<file path="config.mk">
export PLATFORM = sky130hd
export DESIGN_NAME = ahb_out_fifo
export DESIGN_NICKNAME = d
export VERILOG_FILES = /design/src/rtl/ahb_out_fifo.sv
export SDC_FILE = /design/constraint.sdc
export NUM_CORES = 1
export LEC_CHECK = 0
export BUFFER_PORTS_ARGS = -buffer_cell sky130_fd_sc_hd__buf_2
export CORE_MARGIN = 2
export CORE_UTILIZATION = 40
export CTS_CLUSTER_SIZE = 10
export DETAILED_ROUTE_END_ITERATION = 10
export PLACE_DENSITY_LB_ADDON = 0.15
export SETUP_SLACK_MARGIN = 0.02
export SYNTH_ARGS = -nofsm -noshare
export SYNTH_HDL_FRONTEND = slang
export SYNTH_SLANG_ARGS = --single-unit
</file>
<file path="constraint.sdc">
create_clock -name HCLK -period 3.5 [get_ports HCLK]
set_input_delay 0 -clock HCLK [delete_from_list [all_inputs] [get_ports HCLK]]
set_output_delay 0 -clock HCLK [all_outputs]
set_load 0.01 [all_outputs]
</file>
<file path="src/rtl/ahb_out_fifo.sv">
// ---------------------------------------------------------------------------
// ahb_out_fifo
//   AHB-Lite slave output port. Software pushes words into a small FIFO via
//   the bus. A downstream consumer drains the head over a valid/ready
//   handshake. A write to a full FIFO either stalls the bus (STALL_ON_FULL=1)
//   or is dropped and sets a sticky overflow flag (STALL_ON_FULL=0).
//
//   Register map (HADDR[3:2]):
//     0  W: push HWDATA[DATA_WIDTH-1:0]   R: head entry (0 if empty, no pop)
//     1  R: {16'd0, count[7:0], 5'd0, OVF, full, DataValid}
//     2  W: bit0 flush, bit1 clear OVF    R: 0
//     3  R: 0
//
// Ports
//   HCLK, HRESETn     clock, asynchronous active-low reset
//   HADDR, HWDATA     address (only [3:2] decoded), write data
//   HSIZE             ignored (word transfers only)
//   HTRANS, HWRITE    transfer type (IDLE = 2'b00), direction
//   HREADY, HSEL      bus ready, slave select
//   HRDATA            read data, 0 outside a read data phase
//   HREADYOUT         low only while a push is stalled on a full FIFO
//   DataOut           FIFO head, 0 when empty
//   DataValid         FIFO not empty
//   DataReady         consumer accepts head on DataValid & DataReady
// ---------------------------------------------------------------------------
module ahb_out_fifo #(
   parameter int unsigned DATA_WIDTH    = 32,
   parameter int unsigned FIFO_DEPTH    = 4,
   parameter bit          STALL_ON_FULL = 1'b1
) (
   input  logic                  HCLK,
   input  logic                  HRESETn,
   input  logic [31:0]           HADDR,
   input  logic [31:0]           HWDATA,
   input  logic [2:0]            HSIZE,
   input  logic [1:0]            HTRANS,
   input  logic                  HWRITE,
   input  logic                  HREADY,
   input  logic                  HSEL,
   output logic [31:0]           HRDATA,
   output logic                  HREADYOUT,
   output logic [DATA_WIDTH-1:0] DataOut,
   output logic                  DataValid,
   input  logic                  DataReady
);

   localparam int unsigned   AW       = $clog2(FIFO_DEPTH);
   localparam int unsigned   CW       = $clog2(FIFO_DEPTH + 1);
   localparam logic [CW-1:0] FULL_CNT = CW'(FIFO_DEPTH);

   typedef enum logic [1:0] {
      REG_DATA   = 2'd0,
      REG_STATUS = 2'd1,
      REG_CTRL   = 2'd2,
      REG_RSVD   = 2'd3
   } reg_sel_e;

   // Data-phase control captured in the address phase
   logic      write_en_q, write_en_d;
   logic      read_en_q,  read_en_d;
   reg_sel_e  addr_q,     addr_d;

   // FIFO state
   logic [DATA_WIDTH-1:0] mem_q [FIFO_DEPTH];
   logic [AW-1:0]         wr_ptr_q, wr_ptr_d;
   logic [AW-1:0]         rd_ptr_q, rd_ptr_d;
   logic [CW-1:0]         count_q,  count_d;
   logic                  ovf_q,    ovf_d;

   logic full;
   logic wr_data_ph;
   logic push;
   logic pop;
   logic ovf_evt;
   logic flush;
   logic clr_ovf;

   logic unused_bits;
   assign unused_bits = ^{HSIZE, HADDR[31:4], HADDR[1:0], HWDATA};

   assign full       = (count_q == FULL_CNT);
   assign DataValid  = (count_q != '0);
   assign wr_data_ph = write_en_q && (addr_q == REG_DATA);
   // full is a registered quantity, so a same-edge pop never rescues a write
   assign push       = wr_data_ph && !full;
   assign pop        = DataValid && DataReady;
   assign ovf_evt    = wr_data_ph && full && !STALL_ON_FULL;
   assign flush      = write_en_q && (addr_q == REG_CTRL) && HWDATA[0];
   assign clr_ovf    = write_en_q && (addr_q == REG_CTRL) && HWDATA[1];

   // Wait states only from registered state: no path from DataReady
   assign HREADYOUT  = !(STALL_ON_FULL && wr_data_ph && full);

   // Address phase capture; held while the bus is stalled
   always_comb begin
      write_en_d = write_en_q;
      read_en_d  = read_en_q;
      addr_d     = addr_q;
      if (HREADY) begin
         write_en_d = HSEL && (HTRANS != 2'b00) && HWRITE;
         read_en_d  = HSEL && (HTRANS != 2'b00) && !HWRITE;
         addr_d     = reg_sel_e'(HADDR[3:2]);
      end
   end

   always_comb begin
      wr_ptr_d = wr_ptr_q;
      rd_ptr_d = rd_ptr_q;
      count_d  = count_q;
      ovf_d    = ovf_q;
      if (flush) begin
         wr_ptr_d = '0;
         rd_ptr_d = '0;
         count_d  = '0;
      end else begin
         if (push) wr_ptr_d = wr_ptr_q + 1'b1;
         if (pop)  rd_ptr_d = rd_ptr_q + 1'b1;
         case ({push, pop})
            2'b10:   count_d = count_q + 1'b1;
            2'b01:   count_d = count_q - 1'b1;
            default: count_d = count_q;
         endcase
      end
      // overflow event beats a simultaneous clear
      if (ovf_evt)      ovf_d = 1'b1;
      else if (clr_ovf) ovf_d = 1'b0;
   end

   always_ff @(posedge HCLK or negedge HRESETn) begin
      if (!HRESETn) begin
         write_en_q <= 1'b0;
         read_en_q  <= 1'b0;
         addr_q     <= REG_DATA;
         wr_ptr_q   <= '0;
         rd_ptr_q   <= '0;
         count_q    <= '0;
         ovf_q      <= 1'b0;
      end else begin
         write_en_q <= write_en_d;
         read_en_q  <= read_en_d;
         addr_q     <= addr_d;
         wr_ptr_q   <= wr_ptr_d;
         rd_ptr_q   <= rd_ptr_d;
         count_q    <= count_d;
         ovf_q      <= ovf_d;
      end
   end

   // Storage needs no reset: contents are only visible when count is nonzero
   always_ff @(posedge HCLK) begin
      if (push) mem_q[wr_ptr_q] <= HWDATA[DATA_WIDTH-1:0];
   end

   always_comb begin
      DataOut = '0;
      if (DataValid) DataOut = mem_q[rd_ptr_q];
   end

   always_comb begin
      HRDATA = '0;
      if (read_en_q) begin
         case (addr_q)
            REG_DATA:   HRDATA = 32'(DataOut);
            REG_STATUS: HRDATA = {16'd0, 8'(count_q), 5'd0, ovf_q, full, DataValid};
            default:    HRDATA = '0;
         endcase
      end
   end

endmodule
</file>
Yosys cells after proc, flatten, opt, wreduce, memory -nomap -nowiden
Memories as Yosys holds them, arrays and structs flattened.
Cells that the tools add are included.
{ "totals": {"regBits": 11, "latch_bits": 0, "mem_bits_rw": 128, "romBits": 0, "input_bits": 75, "out_inout_bits": 66, "elab_cells": 45, "mem_count": 1} }
{ "memory_table": {"columns": ["name", "words", "word_bits", "read_ports", "rd_ports_with_merged_regs", "write_ports", "line", "text"], "rows": [
  ["mem_q", 4, 32, 1, 0, 1, "64", "logic [DATA_WIDTH-1:0] mem_q [FIFO_DEPTH];"]
]} }
{ "classes": {"n_addsub": 4, "n_mul": 0, "div": 0, "n_lt_le_gt_ge": 0, "eq_ne": 5, "shift": 0, "mux": 11, "bitwise_logic": 0, "n_reduce_logical": 18} }
{ "op_table": {"columns": ["cell", "count"], "rows": [
  ["$mux W32", 2],
  ["$pmux W32 S2", 1],
  ["$logic_and A1 B1 Y1", 9],
  ["$mux W2", 4],
  ["$pmux W3 S2", 1],
  ["$reduce_bool A2 Y1", 3],
  ["$reduce_bool A3 Y1", 2],
  ["$add A2 B1 Y2 const B", 2],
  ["$eq A2 B1 Y1 const B", 2],
  ["$eq A2 B2 Y1 const B", 2],
  ["$add A3 B1 Y3 const B", 1],
  ["$eq A3 B3 Y1 const B", 1],
  ["$logic_not A1 Y1", 3],
  ["$mux W3", 1],
  ["$sub A3 B1 Y3 const B", 1],
  ["$logic_not A2 Y1", 1],
  ["$mux W1", 2]
]} }

Logic depth before layout (Yosys ltp)
Gate-level depths: netlist of run 1.
{ "logic_depth": {"word_depth": 6, "depth_mapped": 5, "mapped_depth_nobuf": 5} }

Worst setup path before layout of run 1
Ideal clock, no wire load.
{ "synth_path": {"path_type": "reg2reg", "from": "register addr_q[0]", "to": "memory mem_q[0][0] (enable)", "setup_ns": 0.392, "arrival_time_ns": 1.668, "setup_slack_ns": 1.440, "stages_incl_launch_ff": 3, "synth_period_minus_slack_ns": 2.060, "cell_sequence": "dfrtp_1 nor3b_2 and3_1"} }
{ "synth_via": {"elab_chain_cells": 5} }
{ "synth_lines": {"columns": ["element", "line", "text"], "rows": [
  ["from (decl)", "61", "reg_sel_e addr_q, addr_d;"],
  ["from (signal assigned)", "141", "addr_q <= addr_d;"],
  ["$logic_not A2 Y1", "83", "assign wr_data_ph = write_en_q && (addr_q == REG_DATA);"],
  ["$logic_and A1 B1 Y1", "83", null],
  ["$logic_and A1 B1 Y1", "85", "assign push = wr_data_ph && !full;"],
  ["$mux W1", "151", "if (push) mem_q[wr_ptr_q] <= HWDATA[DATA_WIDTH-1:0];"],
  ["$mux W1 (implied by the code)", "151", null],
  ["to (decl)", "64", null]
]} }
Every way passes these cells.

Worst setup path after layout of run 1
{ "layout_path": {"from": "register rd_ptr_q[0]", "to": "output port HRDATA[15]"} }
{ "layout_via": {"elab_chain_cells": 4} }
{ "layout_lines": {"columns": ["element", "line", "text"], "rows": [
  ["from (decl)", "66", "logic [AW-1:0] rd_ptr_q, rd_ptr_d;"],
  ["from (signal assigned)", "143", "rd_ptr_q <= rd_ptr_d;"],
  ["$mem_v2 Z4 W32", null, null],
  ["$mux W32", "156", "if (DataValid) DataOut = mem_q[rd_ptr_q];"],
  ["$pmux W32 S2", "162", "case (addr_q)"],
  ["$mux W32", "161", "if (read_en_q) begin"],
  ["to (decl)", "40", "output logic [31:0] HRDATA,"]
]} }
Every way passes these cells.

==> results of run 1 <==
-- metal layers --
| metal | up-vias | global-route usage, % |
|---|---|---|
| li1 | 1524 | - |
| met1 | 1561 | 18.8 |
| met2 | 81 | 27.0 |
| met3 | 12 | 4.17 |
| met4 | 0 | 6.82 |
| met5 | - | 0 |
-- registers in the layout (all words and copies together) (netlist names) --
name and cells:
addr_q 2, count_q 3, mem_q 128, rd_ptr_q 2
read_en_q 1, wr_ptr_q 2, write_en_q 1
-- layout by cell type, fill, tap and decap left out, types with 2 or more instances in the layout --
cell / count
dfrtp_1: 9
mux4_2: 32
clkbuf_1: 2
buf_4: 8
clkinv_1: 4
mux2_2: 3
buf_2: 107
dlygate4sd3_1: 43
and3_2: 4
bufinv_16: 2
dfrtp_2: 2
a22oi_1: 2
xor2_1: 2
nor3_1: 5
clkinvlp_4: 4
clkinv_4: 2
edfxtp_1: 128
and2_1: 60
mux2i_1: 5
nor2_1: 14
ha_1: 4
nand2b_1: 2
inv_1: 4
nand2_1: 5
nand3_1: 2
clkbuf_16: 17
-- power groups by stage --
stage               Combinational [mW]  Sequential [mW]  Clock, mW
floorplan                         1.09             1.99          0
global placement                  1.38             2.19          0
detailed placement                1.40             2.19          0
CTS                               1.45             2.16       1.71
global route                      1.57             2.18       1.80
finish                            1.41             2.14       1.68
-- critical path, stage by stage (launching register included) --
cell	delay (ps)
dfrtp_2	920
buf_4	320
mux4_2	530
and2_1	180
buf_2	130
-- cell families (layout without fill, tap and decap cells) --
kind of cell	count (synthesis)	after routing	share of synthesized area, %
compound gates	7	7	1.05
xor+xnor	3	3	0.458
fa+ha+maj	5	5	1.22
buf+inv	18	194	1.33
flops	139	139	71.8
mux	40	40	14.0
simple gates	99	99	10.2
-- path summary, 6_finish.rpt --
check	end	cells after the start	slack, ps
min	read_en_q	4	30
min reg2reg	read_en_q	1	520
min in group asynchronous	count_q[0]	3	620
max reg2reg	mem_q[1][23]	3	1190
max	HRDATA[15]	4	1000
max in group asynchronous	rd_ptr_q[0]	3	2510
-- area by class of cell --
| type | count | area, um2 | area share (%) |
|---|---|---|---|
| clock buffers | 19 | 433 | 5.77 |
| flip-flops and latches | 139 | 4120 | 54.9 |
| well taps | 180 | 225 | 3.00 |
| clock inverters | 13 | 128 | 1.70 |
| multi-input cells | 154 | 1560 | 20.7 |
| inverters | 4 | 15.0 | 0.200 |
| repair buffers | 158 | 1030 | 13.7 |
==> reports/qor.csv, run 1 <==
stage,metric,value,unit
placement,Port-buffer cells,107,
yosys,sequential share of the synthesized area,71.8,%
floorplan,Rows,43,
yosys,syn_area_per_cell,18.5,um2
critical_path,crit path from,rd_ptr_q[0],
global_route,initial antenna violation count,0,
timing,min cycle time layout,2500,ps
yosys,Gate Count Post-Synth,311,
cells_and_area,fill count,1141,
cells_and_area,fin cells,667,
cts,Clock Tree Buf Depth,2,
cts,Clock transition at path regs,60,ps
yosys,synth cell count leaders,"128 x edfxtp_1, 60 x and2_1, 32 x mux4_2",
cts,# hold bufs at CTS,43,
cts,cts repair resizes,0,
drt,First-pass DRT Iterations,4,
yosys,post-synthesis async set-or-reset flop share,7.91,%
floorplan,initial core utilization,41.2,%
drt,via/cell ratio,4.76,
global_route,vias in the first global route,3238,
timing,worst rel slew slack,35.4,%
floorplan,Die W,124,um
drt,met2 WL,5710,um
yosys,"Distinct cells, synth",32,
yosys,top cell type by total area after synthesis,edfxtp_1,
yosys,share of the synthesized area in the top cell type,67.0,%
timing,clock skew,9.09,ps
floorplan,top-level port count,141,
power,Int Pwr,3.72,mW
hold_path,Hold WC Path Type,in -> reg,
drt,Vias,3178,
power,Psw,1.51,mW
timing,Setup TNS Final,0,ps
floorplan,Core Region,13900,um2
cts,clk_lat worst skew,410,ps
cells_and_area,final net count,554,
drt,wire per inst,16.9,um
power,sw frac,28.9,%
timing,final worst path period share,71.3,%
global_route,global-route wire length before repair,17100,um
hold_path,Hold Startpoint,HTRANS[0],
power,Logic pwr share,26.9,%
power,sequential share of power,40.9,%
cells_and_area,P&R area growth vs syn,30.7,%
drt,Residual DRC,0,
cells_and_area,Finished Core Util,53.8,%
cts,clock tree sinks,139,
timing,hold slack final,34.0,ps
floorplan,Die ar.,15300,um2
global_route,gr usage total,15.8,%
cts,CTS tree,yes,
critical_path,critical path class,reg -> out,
cts,Post-CTS Repair Setup Buffers,0,
critical_path,largest fanout on the critical path,25,
yosys,syn nets,391,
power,Clock power frac,32.1,%
yosys,"Top FF cell, synth",edfxtp_1,
cts,Root Buffer,clkbuf_16,
cts,Num CTS Buffers,17,
yosys,mapped cell area,5740,um2
placement,placed inst area,6510,um2
drt,Top Layer Used,met4,
drt,drt initial violations,212,
status,status,"complete, no violations",
power,maximum vdd ir drop,0.365,mV
drt,post-route ant nets,0,
critical_path,data required time of the worst path,3500,ps
power,power per cell area,697,nW/um2
power,leakage power,2.81,nW
cells_and_area,Ant. Diodes,0,
cells_and_area,design area,7500,um2
power,Power Total,5.23,mW
yosys,Post-synth EDFFs,128,
placement,placed cells,592,
timing,RSZ-0062 raised after global routing,false,
critical_path,r2r startpoint,addr_q[0],
global_route,grt total ovfl,0,
yosys,"count leader, synth",edfxtp_1,
drt,M1 wire length,4870,um
critical_path,Critical Path Start Type,flop,
timing,Max Transition Viols Final,0,
critical_path,CP arrival,2500,ps
timing,final setup margin,1000,ps
flow_run,Max-cap violations,0,
cts,H-tree Lvls,4,
placement,Final HPWL DP,7100,um
yosys,Seq cells post-synth,139,
timing,Final Hold Fails,0,
timing,Slew @ Worst Pin,966,ps
yosys,YS warnings,0,
placement,dpl ws,1140,ps
cells_and_area,layout cells sized above 1,38.6,%
floorplan,Die Y,124,um
timing,final setup violation count,0,
yosys,Area contributors post-synth,"edfxtp_1 67%, mux4_2 13%, and2_1 6.5%",
critical_path,Crit. End Element,primary output,
drt,Total Wirelength,11300,um
placement,GP Congestion,0.718,
global_route,largest net degree at the start of global routing,35,
drt,metal3 WL,534,um
timing,Max Fclk,400,MHz
(Power assumes the default switching activity.)
==> run 2, diff against run 1 <==
clock period = 2.1 ns   (was 3.5 ns; I/O delays follow)
==> run 2 against run 1 <==
Routed wire length is 4.8% higher. Largest power group unchanged. Flip-flop and latch count stayed put. Global-route usage is 0.84 points higher. Largest cell class unchanged. Clock power is 88% higher. Critical endpoint is now HRDATA[8]. Highest routed layer unchanged.
==> reports/qor.csv, run 2 (synthesis gave the netlist of run 1 again) <==
stage,metric,value,unit,change
timing,RSZ-0062 raised after global routing,false,,unchanged
cts,Clock Tree Buf Depth,2,,unchanged
critical_path,critical path cell sequence,buf_12 > mux4_2 > a22oi_1 > nor2_1 > buf_2,,was buf_4 > mux4_2 > and2_1 > buf_2
critical_path,critical path class,reg -> out,,unchanged
timing,min cycle time layout,1960,ps,
timing,Setup TNS Final,0,ps,unchanged
drt,First-pass DRT Iterations,4,,unchanged
critical_path,CP peak stage delay,550,ps,was 920 ps
hold_path,Hold WC Path Type,in -> reg,,unchanged
cells_and_area,final net count,567,,was 554
critical_path,data required time of the worst path,2100,ps,was 3500 ps
floorplan,top-level port count,141,,unchanged
timing,worst rel slew slack,55.5,%,was 35.4%
cells_and_area,layout cells sized above 1,42.1,%,was 38.6%
floorplan,Die Y,124,um,unchanged
cells_and_area,most flop-heavy register,mem_q,,unchanged
floorplan,initial core utilization,41.2,%,unchanged
drt,post-route ant nets,0,,unchanged
timing,Final Hold Fails,0,,unchanged
flow_run,Max-cap violations,0,,unchanged
timing,final worst path period share,93.3,%,
global_route,initial antenna violation count,0,,unchanged
placement,Final HPWL DP,7020,um,was 7100 um
cts,CTS tree,yes,,unchanged
global_route,vias in the first global route,3301,,was 3238
cells_and_area,"commonest non-fill, non-tap cell in the layout",edfxtp_1,,unchanged
cts,Clock transition at path regs,60,ps,about the same
placement,Port-buffer cells,107,,unchanged
timing,clock skew,8.28,ps,was 9.09 ps
cts,clock tree sinks,139,,unchanged
critical_path,"delay-heaviest family, CP",multiplexers,,was flip-flops
status,status,"complete, no violations",,unchanged
critical_path,r2r startpoint,count_q[2],,was addr_q[0]
placement,placed cells,598,,was 592
power,Power Total,9.47,mW,was 5.23 mW
critical_path,CP arrival,1960,ps,was 2500 ps
global_route,largest net degree at the start of global routing,33,,was 35
cells_and_area,max reg flops,128,,unchanged
timing,Slew @ Worst Pin,662,ps,was 966 ps
global_route,grt total ovfl,0,,unchanged
cts,Num CTS Buffers,17,,unchanged
global_route,global-route wire length before repair,17900,um,was 17100 um
critical_path,largest fanout on the critical path,9,,was 25
cts,clk_lat worst skew,410,ps,about the same
drt,Residual DRC,0,,unchanged
cells_and_area,Top Registers,"mem_q x128, count_q x3",,unchanged
timing,final setup violation count,0,,unchanged
critical_path,Crit. End Element,primary output,,unchanged
cells_and_area,fill count,1127,,was 1141
timing,Max Fclk,510,MHz,
floorplan,Die ar.,15300,um2,unchanged
floorplan,Rows,43,,unchanged
floorplan,Core Region,13900,um2,unchanged
cells_and_area,Ant. Diodes,0,,unchanged
drt,Vias,3308,,was 3178
placement,GP Congestion,0.731,,was 0.718
drt,wire per inst,17.4,um,was 16.9 um
cells_and_area,most frequent cells in the layout,"128 x edfxtp_1, 107 x buf_2, 60 x and2_1",,unchanged
power,power per cell area,1210,nW/um2,was 697 nW/um2
timing,Max Transition Viols Final,0,,unchanged
cells_and_area,Finished Core Util,56.0,%,was 53.8%
critical_path,crit path from,rd_ptr_q[0],,unchanged
global_route,gr usage total,16.6,%,was 15.8%
cts,H-tree Lvls,4,,unchanged
hold_path,Hold Startpoint,HTRANS[0],,unchanged
cells_and_area,P&R area growth vs syn,35.9,%,was 30.7%
drt,drt initial violations,271,,was 212
drt,Total Wirelength,11800,um,was 11300 um
power,maximum vdd ir drop,0.552,mV,was 0.365 mV
drt,via/cell ratio,4.87,,was 4.76
cells_and_area,fin cells,679,,was 667
critical_path,"Slowest-stage cell, CP",mux4_2,,was dfrtp_2
cts,Root Buffer,clkbuf_16,,unchanged
critical_path,Critical Path Start Type,flop,,unchanged
critical_path,worst path bufs/invs,2,,unchanged
power,leakage power,2.96,nW,was 2.81 nW
floorplan,Die W,124,um,unchanged
[run 2: repair_timing]
action,in CTS,in global routing
endpoints found under the setup margin,0,28
hold buffers,42,0
hold endpoints to repair,144,0
buffers inserted,0,8
resized for setup,0,4
[run 2: power breakdown]
| part | switching [mW] | internal (mW) | total, mW |
|---|---|---|---|
| sequential | 0.195 | 3.17 | 3.37 |
| clock | 1.07 | 2.09 | 3.16 |
| combinational | 1.35 | 1.60 | 2.95 |
[run 2: area by class of cell]
| cell class | instances | area, um2 | share of cell area (%) |
|---|---|---|---|
| inverter | 4 | 18.8 | 0.241 |
| multi-input combinational | 154 | 1560 | 19.9 |
| sequential | 139 | 4130 | 52.9 |
| clock buffer | 18 | 429 | 5.50 |
| clock inverter | 13 | 200 | 2.57 |
| timing repair buffer | 171 | 1250 | 16.0 |
| tap | 180 | 225 | 2.89 |
[run 2: metal layers]
layer,global-route usage (%),share of wire [%]
met5,0,0
met4,7.03,1.3
met3,4.62,5.7
met2,27.3,49
met1,20.8,44
[run 2: worst paths after layout]
kind / end / slack (ps) / depth (start not counted)
min in group asynchronous: read_en_q / 620 / 3
max reg2reg: count_q[2] / 240 / 5
min reg2reg: read_en_q / 530 / 1
max: HRDATA[8] / 140 / 5
max in group asynchronous: count_q[1] / 1090 / 3
min: read_en_q / 30 / 4
[run 2: metrics by stage]
step	instance area [um2]	worst slack, ps	hold slack, ps
floorplan	5740	40.1	-296
global placement	6650	275	-111
detailed placement	6650	238	-103
CTS	7690	26.6	16.1
global route	7800	4.75	66.7
finish	7800	140	30.5
[run 2: tightest hold or removal path, cell delays in order]
cell and delay, ps:
buf_2 70, o21ai_0 100, nor2_1 100, mux2_2 140
